[config.mk]
export PLATFORM = sky130hd
export DESIGN_NAME = mult8x8_seq_flat
export DESIGN_NICKNAME = d
export VERILOG_FILES = /design/src/rtl/mult8x8_seq_if.sv /design/src/rtl/mult8x8_seq.sv /design/src/flat_wrapper.sv
export SDC_FILE = /design/constraint.sdc
export NUM_CORES = 1
export LEC_CHECK = 0
export CORE_ASPECT_RATIO = 1.1
export CORE_MARGIN = 1
export CORE_UTILIZATION = 60
export DETAILED_ROUTE_END_ITERATION = 6
export GPL_TIMING_DRIVEN = 0
export MAX_ROUTING_LAYER = met4
export PLACE_DENSITY = 0.86
export SLEW_MARGIN = 20
export SYNTH_ARGS = -nofsm -noshare
export SYNTH_HDL_FRONTEND = slang
export SYNTH_SLANG_ARGS = --single-unit
export TNS_END_PERCENT = 100
[constraint.sdc]
create_clock -name clk -period 14 [get_ports clk]
set_input_delay 2.1 -clock clk [delete_from_list [all_inputs] [get_ports clk]]
set_output_delay 2.1 -clock clk [all_outputs]
set_load 0.03 [all_outputs]
[src/rtl/mult8x8_seq_if.sv]
// mult8x8_seq_if: request/result bundle for the sequential 8x8 multiplier.
// The master drives the operands and start level; the slave (the multiplier)
// returns the product, the done flag and the seven-segment state code.
interface mult8x8_seq_if;
  logic        start;
  logic [7:0]  dataa;
  logic [7:0]  datab;
  logic [15:0] product8x8_out;
  logic        done_flag;
  logic [2:0]  seg_state;

  modport master (
    output start,
    output dataa,
    output datab,
    input  product8x8_out,
    input  done_flag,
    input  seg_state
  );

  modport slave (
    input  start,
    input  dataa,
    input  datab,
    output product8x8_out,
    output done_flag,
    output seg_state
  );
endinterface

[src/rtl/mult8x8_seq.sv]
// mult8x8_seq: sequential 8x8 unsigned multiplier using one 4x4 multiplier.
// Four nibble partial products are shifted and accumulated over four cycles.
// The state register is encoded with the seven-segment display codes, so
// seg_state is the state register itself and cannot glitch.
// Optional build macro: MULT_HOLD_EN -- when defined, the product output is a
// separate register that keeps the previous result until the next one is ready;
// when undefined, the product output is the running accumulator.
module mult8x8_seq (
  input  logic          clk,
  input  logic          reset_a,
  mult8x8_seq_if.slave  bus
);

  typedef enum logic [2:0] {
    CYC0 = 3'd0,
    CYC1 = 3'd1,
    CYC2 = 3'd2,
    CYC3 = 3'd3,
    DONE = 3'd4,
    IDLE = 3'd5
  } state_t;

  state_t      r_state;
  logic [7:0]  r_a;
  logic [7:0]  r_b;
  logic [15:0] r_acc;
  logic        r_done;

  logic [3:0]  w_nibA;
  logic [3:0]  w_nibB;
  logic [7:0]  w_pp;
  logic [15:0] w_ppShifted;
  logic [15:0] w_accNext;

  // Select the operand nibbles and shift amount for the partial product of the current cycle
  always_comb begin
    w_nibA      = r_a[3:0];
    w_nibB      = r_b[3:0];
    w_pp        = 8'd0;
    w_ppShifted = 16'd0;
    case (r_state)
      CYC0: begin w_nibA = r_a[3:0]; w_nibB = r_b[3:0]; end
      CYC1: begin w_nibA = r_a[7:4]; w_nibB = r_b[3:0]; end
      CYC2: begin w_nibA = r_a[3:0]; w_nibB = r_b[7:4]; end
      CYC3: begin w_nibA = r_a[7:4]; w_nibB = r_b[7:4]; end
      default: begin w_nibA = 4'd0; w_nibB = 4'd0; end
    endcase
    w_pp = {4'd0, w_nibA} * {4'd0, w_nibB};
    case (r_state)
      CYC0:       w_ppShifted = {8'd0, w_pp};
      CYC1, CYC2: w_ppShifted = {4'd0, w_pp, 4'd0};
      CYC3:       w_ppShifted = {w_pp, 8'd0};
      default:    w_ppShifted = 16'd0;
    endcase
  end

  // 255*255 fits in 16 bits, so the carry-out is simply dropped
  assign w_accNext = r_acc + w_ppShifted;

  // Control FSM with operand capture, accumulation and a registered done flag
  always_ff @(posedge clk or posedge reset_a) begin
    if (reset_a) begin
      r_state <= IDLE;
      r_a     <= 8'd0;
      r_b     <= 8'd0;
      r_acc   <= 16'd0;
      r_done  <= 1'b0;
    end else begin
      case (r_state)
        IDLE, DONE: begin
          if (bus.start) begin
            r_a     <= bus.dataa;
            r_b     <= bus.datab;
            r_acc   <= 16'd0;
            r_state <= CYC0;
            r_done  <= 1'b0;
          end
        end
        CYC0: begin
          r_acc   <= w_accNext;
          r_state <= CYC1;
        end
        CYC1: begin
          r_acc   <= w_accNext;
          r_state <= CYC2;
        end
        CYC2: begin
          r_acc   <= w_accNext;
          r_state <= CYC3;
        end
        CYC3: begin
          r_acc   <= w_accNext;
          r_state <= DONE;
          r_done  <= 1'b1;
        end
        default: begin
          r_state <= IDLE;
          r_done  <= 1'b0;
        end
      endcase
    end
  end

`ifdef MULT_HOLD_EN
  logic [15:0] r_product;

  // Capture the finished sum on the last accumulate edge and hold it through the next run
  always_ff @(posedge clk or posedge reset_a) begin
    if (reset_a) begin
      r_product <= 16'd0;
    end else if (r_state == CYC3) begin
      r_product <= w_accNext;
    end
  end

  assign bus.product8x8_out = r_product;
`else
  assign bus.product8x8_out = r_acc;
`endif

  assign bus.done_flag = r_done;
  assign bus.seg_state = r_state;

endmodule

[src/flat_wrapper.sv]
// flat-port wrapper written by rule: the top's interface ports become plain ports
module mult8x8_seq_flat 
  (clk, reset_a, bus_start, bus_dataa, bus_datab, bus_product8x8_out, bus_done_flag, bus_seg_state);
  mult8x8_seq_if bus_i ();
  input  logic clk;
  input  logic reset_a;
  input wire logic [$bits(bus_i.start)-1:0] bus_start;
  input wire logic [$bits(bus_i.dataa)-1:0] bus_dataa;
  input wire logic [$bits(bus_i.datab)-1:0] bus_datab;
  output wire logic [$bits(bus_i.product8x8_out)-1:0] bus_product8x8_out;
  output wire logic [$bits(bus_i.done_flag)-1:0] bus_done_flag;
  output wire logic [$bits(bus_i.seg_state)-1:0] bus_seg_state;
  assign bus_i.start = bus_start;
  assign bus_i.dataa = bus_dataa;
  assign bus_i.datab = bus_datab;
  assign bus_product8x8_out = bus_i.product8x8_out;
  assign bus_done_flag = bus_i.done_flag;
  assign bus_seg_state = bus_i.seg_state;
  mult8x8_seq u_core (.clk(clk), .reset_a(reset_a), .bus(bus_i));
endmodule
==> flow_summary.json, run 1 <==
{
  "run_status": "finished clean",
  "clock_path_buffers": 2,
  "grt_use_met3": 0.0576,
  "drcViolationCount": 0,
  "p_switching_uw": 462,
  "cts_root_buf": "clkbuf_8",
  "whs_ps": 507,
  "die_x_um": 68.4,
  "drv_cap": 0,
  "finalSetupTns_ps": 0,
  "synth_area_um2": 2910,
  "core_um2": 4650,
  "synth_top_area_share": 0.292,
  "cp_top_family": "compound AO/OA/AOI/OAI gates",
  "grt_max_degree": 37,
  "synth.distinct_cells": 54,
  "synth.area.top_cells": "dfrtp_1 29%, ha_1 12%, mux2_2 6.6%",
  "grt_usage": 0.307,
  "switching_share": 0.486,
  "dr.pass1.iters": 5,
  "top_usage_layer": "met2",
  "yosys_warnings": 0,
  "final_hold_viol_count": 0,
  "slowest_delay_ps": 530,
  "syn_inst": 313,
  "place_area_um2": 3360,
  "crit_fanout": 10,
  "cp-end-kind": "flop",
  "cts-buffers-inserted": 5,
  "finalWeightedCongestion": 0.887,
  "fin_area_um2": 3470,
  "setup_viol": 0,
  "ios": 39,
  "rsz0062_at_grt": "false",
  "rows": 26,
  "yosys.area.top_type": "dfrtp_1",
  "cts_resized": 0,
  "path_clk_slew_ps": 80,
  "power_frac_comb": 0.699,
  "cts_setup_buffers": 0,
  "syn_nets": 364,
  "finalMaxSlewViolations": 0,
  "dr_total_vias": 2542,
  "ys_seq_area_frac": 0.310,
  "fin_crit_ps": 5920,
  "routed_via_density": 6.13,
  "crit_buf_inv": 3,
  "cts_num_sinks": 36,
  "grt_overflow": 0,
  "synth-edff-count": 0,
  "diodes": 0,
  "grt_pass1_vias": 2448,
  "ir_worst_vdd_uv": 147,
  "fin_nets": 409,
  "path_class": "reg -> reg",
  "worst_slew_pin_slew_ps": 743,
  "finalWorstSetupSlack_ps": 8080,
  "period_share": 0.423,
  "clk_latency_ps": 300,
  "p_leak_uw": 0.00161,
  "dp_slack_ps": 8220,
  "area_growth_pct": 19.3,
  "synth_seq_cells": 36,
  "met1_usage": 0.342,
  "synthFlopType": "dfrtp_1",
  "start_util": 0.626,
  "use_met2": 0.526,
  "p_int_uw": 488,
  "dieArea_um2": 5140,
  "pwr-share-clk": 0.099,
  "max_freq_ghz": 0.169,
  "wl_per_cell_um": 16.5,
  "fillerInstances": 345,
  "syn_avg_cell_area_um2": 9.30,
  "drive_gt1_frac": 0.136,
  "finish.utilization": 0.747,
  "sequentialPowerShare": 0.202,
  "skew_ps": 6.49,
  "cts_hold_buf": 0,
  "routed_wl_um": 6850,
  "grt_pass1_wl_um": 11200,
  "path_cells": "buf_2, buf_2, mux2i_1, or3_1, fa_1, inv_1, fa_1, ha_1, a211oi_1, o21ai_0, a21oi_1, xor2_1, o21ai_0, and3b_1, ha_1, a2111oi_2, a211oi_2, o41ai_2, xor2_1, o21ai_1",
  "hpwl_um": 5060,
  "synthArstFlopShare": 1.00,
  "required_ps": 14170,
  "h-tree-depth": 2,
  "drt_iter0_drc": 167,
  "cts_tree": "yes",
  "io_buffers": 38,
  "crit_slowest_cell": "dfstp_2",
  "slew_headroom": 0.504,
  "antenna_left": 0,
  "power_density_nw_per_um2": 273,
  "critPathLaunchType": "flop",
  "cp.arrival_ps": 6090,
  "hold_class": "reg -> reg",
  "antenna_found_initial": 0,
  "chipHeight_um": 75.1
}
-- through the flow --
step                power [µW]  std cells
CTS                        943        415
finish                     949        415
detailed placement         838        407
global placement           814        407
global route              1030        415
floorplan                  674        313
-- layout by cell type, fill, tap and decap left out, drive strengths merged, types with 2 or more instances in the layout --
cell / count
nand3b: 3
o211ai: 3
ha: 27
nand2: 12
a21oi: 14
xnor2: 4
a22oi: 2
a211oi: 3
a211o: 2
and3b: 4
a21boi: 3
or2: 9
nand2b: 5
or3: 4
nor3b: 2
inv: 13
clkbuf: 14
nor2b: 3
xor2: 11
nor4: 2
o31ai: 2
mux2: 17
dfrtp: 34
nand3: 16
dfstp: 2
a21o: 7
clkdlybuf4s50: 38
mux2i: 9
a31oi: 2
buf: 4
nor2: 27
fa: 5
and2: 4
o21a: 3
o21ai: 30
nor3: 5
-- layer usage --
layer,vias up,wire (µm)
li1,1215,-
met2,109,3570
met1,1194,2750
met4,0,201
met3,24,324
met5,-,0
-- cell usage after synthesis (9+ instances only) --
| library cell | count |
|---|---|
| a21oi_1 | 13 |
| clkbuf_1 | 9 |
| dfrtp_1 | 34 |
| ha_1 | 27 |
| inv_1 | 13 |
| mux2_2 | 17 |
| mux2i_1 | 9 |
| nand2_1 | 12 |
| nand3_1 | 16 |
| nor2_1 | 27 |
| o21ai_0 | 25 |
| or2_2 | 9 |
| xor2_1 | 11 |
-- final timing paths --
check                                        start                       endpoint  slack (ps)  cells past startpoint
setup / recovery           u_core.bus.seg_state[0]  u_core.bus.product8x8_out[12]        8080                     20
hold / removal                       u_core.r_a[3]                  u_core.r_a[3]         510                      1
setup reg to reg           u_core.bus.seg_state[0]  u_core.bus.product8x8_out[12]        8080                     20
hold reg to reg                      u_core.r_a[3]                  u_core.r_a[3]         510                      1
max in group asynchronous                  reset_a                  u_core.r_b[2]       11280                      2
min in group asynchronous                  reset_a  u_core.bus.product8x8_out[11]        2250                      2
-- state kept, by name (all words and copies together) (netlist names) --
signal,count
u_core.bus.product8x8_out,16
u_core.r_a,8
u_core.r_b,8
u_core.bus.seg_state,3
u_core.bus.done_flag,1
-- logic make-up (layout without fill, tap and decap cells) --
kind of cell	count (synthesis)	count (layout)	synth area share
flip-flops	36	36	0.310
XOR/XNOR	15	15	0.0451
buffers and inverters	26	72	0.0348
AO/OA/AOI/OAI	80	80	0.187
adder cells (fa/ha/maj)	32	32	0.150
AND/OR/NAND/NOR	98	98	0.176
multiplexers	26	26	0.0967
-- power groups by stage --
stage	registers (µW)	clock network [µW]	logic, µW
3_5_place_dp	194	0	644
6_report	192	94.0	663
2_1_floorplan	233	0	441
5_1_grt	198	98.7	730
4_1_cts	192	94.6	656
3_3_place_gp	191	0	623
-- area by class of cell --
class	count	area, µm²	share of cell area
Multi-Input combinational cell	251	1910	0.549
Sequential cell	36	903	0.260
Clock inverter	3	42.5	0.0122
Timing Repair Buffer	38	380	0.110
Clock buffer	5	68.8	0.0198
Inverter	13	48.8	0.0140
Buffer	13	52.6	0.0151
Tap cell	56	70.1	0.0202
Power figures use the tool's default switching activity.
==> inputs of run 2 (changes only) <==
- CORE_UTILIZATION: 60 -> 50
- PLACE_DENSITY: 0.86 -> 0.77
- clock period: 14 -> 5.1 ns (I/O delays scaled with it)
==> run 2 against run 1 <==
Compared with the run above: clock skew hardly changed; global-route usage is 5.3 points lower; worst hold slack better by 4.5 ps; critical endpoint is now u_core.bus.product8x8_out[14].
==> flow_summary.json, run 2 (synthesis gave the netlist of run 1 again) <==
{
  "crit_slowest_cell": "dfstp_2",
  "drv_cap": 0,
  "hold_class": "reg -> reg",
  "routed_via_density": 5.79,
  "cts_root_buf": "clkbuf_8",
  "skew_ps": 6.28,
  "final_hold_viol_count": 0,
  "wl_per_cell_um": 15.8,
  "reg2reg_depth": 20,
  "period_share": 0.987,
  "crit_fanout": 4,
  "rsz0062_at_grt": "true",
  "final_cell_mix": "38 x clkdlybuf4s50_1, 34 x dfrtp_1, 27 x nor2_1, 23 x ha_1, 18 x o21ai_0",
  "dieArea_um2": 6130,
  "area_growth_pct": 29.3,
  "grt_pass1_vias": 2445,
  "p_leak_uw": 0.00169,
  "p_total_uw": 2900,
  "grt_usage": 0.254,
  "chipHeight_um": 82.0,
  "setup_viol": 0,
  "cts_tree": "yes",
  "start_util": 0.529,
  "run_status": "finished clean",
  "cp-end-kind": "flop",
  "clk_latency_ps": 300,
  "drt_iter0_drc": 127,
  "max_freq_ghz": 0.199,
  "cp.arrival_ps": 5250,
  "finalWeightedCongestion": 0.897,
  "critPathLaunchType": "flop",
  "required_ps": 5320,
  "reg2reg_from": "u_core.bus.seg_state[0]",
  "antenna_found_initial": 0,
  "path_clk_slew_ps": 80,
  "timing.rr.end": "u_core.bus.product8x8_out[14]",
  "slew_headroom": 0.486,
  "min_path_cells": 1,
  "ios": 39,
  "fin_nets": 420,
  "finalMaxSlewViolations": 0,
  "dp.cells": 426,
  "clock_path_buffers": 2,
  "cts-buffers-inserted": 5,
  "grt_pass1_wl_um": 11400,
  "worst_slew_pin_slew_ps": 770,
  "routed_wl_um": 7010,
  "core_um2": 5500,
  "finalNonFillerCells": 445,
  "path_class": "reg -> reg",
  "antenna_left": 0,
  "fin_crit_ps": 5030,
  "rrSetupSlack_ps": 70,
  "cts_hold_buf": 0,
  "cts_num_sinks": 36,
  "path_cells": "buf_8, mux2i_4, or3_4, fa_1, inv_2, fa_1, ha_4, a211oi_4, o21ai_1, a21oi_1, xor2_1, o21ai_1, and3b_2, ha_4, o21a_1, a21oi_4, a211oi_4, o211ai_1, and3b_1, o31ai_2",
  "diodes": 0,
  "setup.worst_path.start": "u_core.bus.seg_state[0]",
  "crit_buf_inv": 2,
  "path_depth": 20,
  "crit_end": "u_core.bus.product8x8_out[14]",
  "layout_commonest_cell": "clkdlybuf4s50_1",
  "grt_max_degree": 37,
  "grt_overflow": 0,
  "drive_gt1_frac": 0.232,
  "io_buffers": 38,
  "dr.pass1.iters": 4,
  "dr_total_vias": 2575,
  "hpwl_um": 5130,
  "largest_reg_flops": 16,
  "drcViolationCount": 0,
  "slowest_delay_ps": 560,
  "cp_top_family": "adder cells",
  "die_x_um": 74.8,
  "rows": 28,
  "ir_worst_vdd_uv": 390,
  "h-tree-depth": 2,
  "power_density_nw_per_um2": 770
}
[run 2: where the power goes]
group | leakage (µW) | internal, µW | switching, µW
clock network | 0.0000548 | 147 | 118
logic | 0.00120 | 953 | 1140
registers | 0.000440 | 432 | 108
[run 2: area by class of cell]
| class | instances | area [µm²] |
|---|---|---|
| Clock buffer | 5 | 68.8 |
| Clock inverter | 3 | 46.3 |
| Sequential cell | 36 | 903 |
| Tap cell | 75 | 93.8 |
| Fill cell | 443 | 1740 |
| Multi-Input combinational cell | 251 | 2060 |
| Buffer | 11 | 63.8 |
| Timing Repair Buffer | 51 | 482 |
| Inverter | 13 | 48.8 |
[run 2: timing repair]
item,in CTS,in global routing
hold endpoints to repair,0,0
pin swaps,16,12
endpoints found under the setup margin,7,8
gates resized for setup,14,26
buffers inserted,9,4
cloned,0,0
[run 2: worst min path at each step]
stage / startpoint / end / slack, ps
6_report: u_core.r_a[7] / u_core.r_a[7] / 510
5_1_grt: u_core.r_b[6] / u_core.r_b[6] / 530
4_1_cts: u_core.r_a[1] / u_core.r_a[1] / 510
3_5_place_dp: u_core.r_a[1] / u_core.r_a[1] / 490
3_3_place_gp: u_core.r_b[4] / u_core.r_b[4] / 490
2_1_floorplan: u_core.r_a[0] / u_core.r_a[0] / 480
[run 2: stage by stage]
step	worst slack [ps]	TNS (ps)	util	hold slack, ps	instance area (µm²)
detailed placement	-325	-1270	0.622	493	3420
floorplan	34.2	0	-	479	2950
finish	65.6	0	0.684	511	3760
global placement	-281	-952	0.622	488	3420
CTS	36.4	0	0.663	512	3650
global route	-152	-568	0.684	528	3760
[run 2: per-layer routing]
layer  vias to the layer above  global-route usage  part of all wire  wire (µm)
met5                         -                   -                 0          0
li1                       1235                   -                 -          -
met2                        83               0.409              0.48       3380
met4                         0               0.106             0.021        146
met3                        12              0.0393             0.048        338
met1                      1245               0.317              0.45       3150
==> variant: new RTL, config.mk and constraints of run 2 <==
Add a define of `MULT_HOLD_EN`.
--- a/src/rtl/mult8x8_seq.sv
+++ b/src/rtl/mult8x8_seq.sv
@@ -5,6 +5,8 @@
 // Optional build macro: MULT_HOLD_EN -- when defined, the product output is a
 // separate register that keeps the previous result until the next one is ready;
 // when undefined, the product output is the running accumulator.
+`define MULT_HOLD_EN
+
 module mult8x8_seq (
   input  logic          clk,
   input  logic          reset_a,
Formal check against the unedited RTL: not equivalent (Yosys sat finds a counterexample within 4 cycles, from zero or initial values and one cycle with reset_a high).
==> variant against run 2 <==
The flow now finishes with violations (setup timing). Wire length grew 24%. Design area grew 21%. Combinational power grew 11%. Sequential cell count grew 16. Critical path depth grew 6. Worst setup slack lost 0.38 ns. Utilization grew 0.81 points. Area after synthesis grew 16%. Total power grew 14%. Synthesized cell count grew 15%. Critical endpoint is now u_core.bus.product8x8_out[14]$_DFFE_PP0N_. Largest cell class unchanged.
==> variant: results (changes against run 2) <==
| Metric | Value |
|---|---|
| Clock power share | `0.076 (-0.016)` |
| Setup violators final | `18 (+18)` |
| Seq_cells | `52 (+44%)` |
| Crit-path max cell delay | `approximately 0.57 ns` |
| Seq area share | `0.287 (+0.0473)` |
| Detailed Route WL | `8700 um (+24%)` |
| Failing checks | `setup timing` |
| CTS Buf Count | `5 (unchanged)` |
| Psw | `0.00150 W (+9.6%)` |
| Fillers | `511 (+15%)` |
| Final WS setup | `-0.312 ns (-0.378 ns)` |
| GPL Wtd Cong | `0.930 (+3.7%)` |
| Synth warn | `0 (unchanged)` |
| Final period utilization | `1.06 (+0.0741)` |
| DP Worst Slack | `-0.479 ns (-0.154 ns)` |
| Layout cells sized above 1 | `0.278 (+0.0455)` |
| Net Count, Synth | `410 (+13%)` |
| Outcome | `complete, but fails checks` |
| VDD IR-drop max | `0.385 mV (-1.2%)` |
| Critical path peak fanout | `6 (+2)` |
| I/O Buffers | `38 (unchanged)` |
| Vias in the first global route | `2,883 (+18%)` |
| Non-clk bufs | `85 (+37%)` |
| Logic pwr share | `0.708 (-0.014)` |
| Pin count of the biggest net entering global routing | `35 (-5.4%)` |
| Least-Margin Pin Slew | `0.679 ns (-0.0918 ns)` |
| Clkbuf count | `7 (+2)` |
| Multi-input gate area | `2230 um2 (+8.3%)` |
| Nets@finish | `489 (+16%)` |
| Post-DR vias/cell | `5.81 (+0.37%)` |
| Worst-Skew Late Latency | `0.31 ns` |
| Ant diodes | `0 (unchanged)` |
| Detailed placement HPWL | `5690 um (+11%)` |
| Synth unique cells | `51 (-5.6%)` |
| DRT iter0 DRCs | `222 (+75%)` |
| Skew final | `0.00516 ns (-0.00112 ns)` |
| Nonclk inv count | `19 (+6)` |
| CP max stage cell | `dfstp_2` |
| LEAKAGE | `1.99 nW (+18%)` |
| Pwr Total | `0.00329 W (+14%)` |
| Root Buffer | `clkbuf_8` |
| Non-clock buffer share | `0.163 (+0.0177)` |
| CP arrival | `5.60 ns (+0.35 ns)` |
| Register area share after synthesis | `0.387 (+0.0771)` |
| Top cells by area, synth | `dfrtp_1 37%, ha_1 10%, o21ai_0 6.1%` |
| Initial antenna violation count | `0 (unchanged)` |
| Post-synth top cells | `50 x dfrtp_1, 41 x o21ai_0, 40 x nand2_1, 28 x nor2_1, 27 x ha_1` |
| TritonRoute pass-1 iters | `5 (+1)` |
| First-pass GRT wire length | `13,000 um (+15%)` |
| Layout clock area frac | `0.0207 (-0.00991)` |
| GRT Total Usage | `0.248 (-0.00608)` |
| Multi-Input Combinational | `275 (+9.6%)` |
-- variant: what timing repair did --
item / 4_1_cts / 5_1_grt
endpoints found under the setup margin: 18 / 20
gates cloned: 0 / 0
setup buffers: 19 / 15
resized for setup: 21 / 52
pin swaps: 25 / 37
-- variant: cell families (layout without fill, tap and decap cells) --
family / after synthesis / count (layout) / share of synthesized area
simple gates: 109 / 109 / 0.149
compound gates: 95 / 95 / 0.181
flops: 52 / 52 / 0.387
fa+ha+maj: 32 / 32 / 0.130
buf+inv: 32 / 112 / 0.0364
mux: 24 / 24 / 0.0773
xor+xnor: 15 / 15 / 0.0390
-- variant: path summary, 6_finish.rpt --
path,from,endpoint,slack (ns),cells past startpoint
min in group asynchronous,reset_a,u_core.r_acc[1]$_DFFE_PP0P_,0.76,2
max in group asynchronous,reset_a,u_core.bus.seg_state[0]$_DFFE_PP1P_,3.76,3
setup reg to reg,u_core.bus.seg_state[0]$_DFFE_PP1P_,u_core.bus.product8x8_out[14]$_DFFE_PP0N_,-0.31,26
hold / removal,u_core.bus.product8x8_out[4]$_DFFE_PP0N_,u_core.bus.product8x8_out[4]$_DFFE_PP0N_,0.48,2
hold reg to reg,u_core.bus.product8x8_out[4]$_DFFE_PP0N_,u_core.bus.product8x8_out[4]$_DFFE_PP0N_,0.48,2
setup / recovery,u_core.bus.seg_state[0]$_DFFE_PP1P_,u_core.bus.product8x8_out[14]$_DFFE_PP0N_,-0.31,26
-- variant: per-stage QoR --
| step | utilization | TNS, ns | instances | cell area [um2] | hold slack (ns) |
|---|---|---|---|---|---|
| 2_1_floorplan | - | -0.254 | 359 | 3380 | 0.454 |
| 3_3_place_gp | 0.590 | -4.00 | 479 | 3860 | 0.460 |
| 3_5_place_dp | 0.593 | -4.89 | 480 | 3880 | 0.470 |
| 4_1_cts | 0.642 | -1.52 | 507 | 4210 | 0.490 |
| 5_1_grt | 0.692 | -6.80 | 521 | 4540 | 0.508 |
| 6_report | 0.692 | -3.63 | 521 | 4540 | 0.480 |
-- variant: metal layers --
| layer | GRT usage | wire [um] | vias to the layer above |
|---|---|---|---|
| met1 | 0.292 | 3640 | 1484 |
| met2 | 0.428 | 4560 | 111 |
| met5 | - | 0 | - |
| met3 | 0.0385 | 346 | 18 |
| met4 | 0.0909 | 156 | 0 |
| li1 | - | - | 1413 |
-- variant: worst reg2reg max path, delay by kind of cell (launching register included) --
kind | cells | cell delay, ns
AND/OR/NAND/NOR | 4 | 0.73
AO/OA/AOI/OAI | 8 | 0.95
adder cells (fa/ha/maj) | 4 | 1.84
multiplexers | 1 | 0.08
XOR/XNOR | 1 | 0.23
flip-flops | 1 | 0.57
buffers and inverters | 8 | 0.87
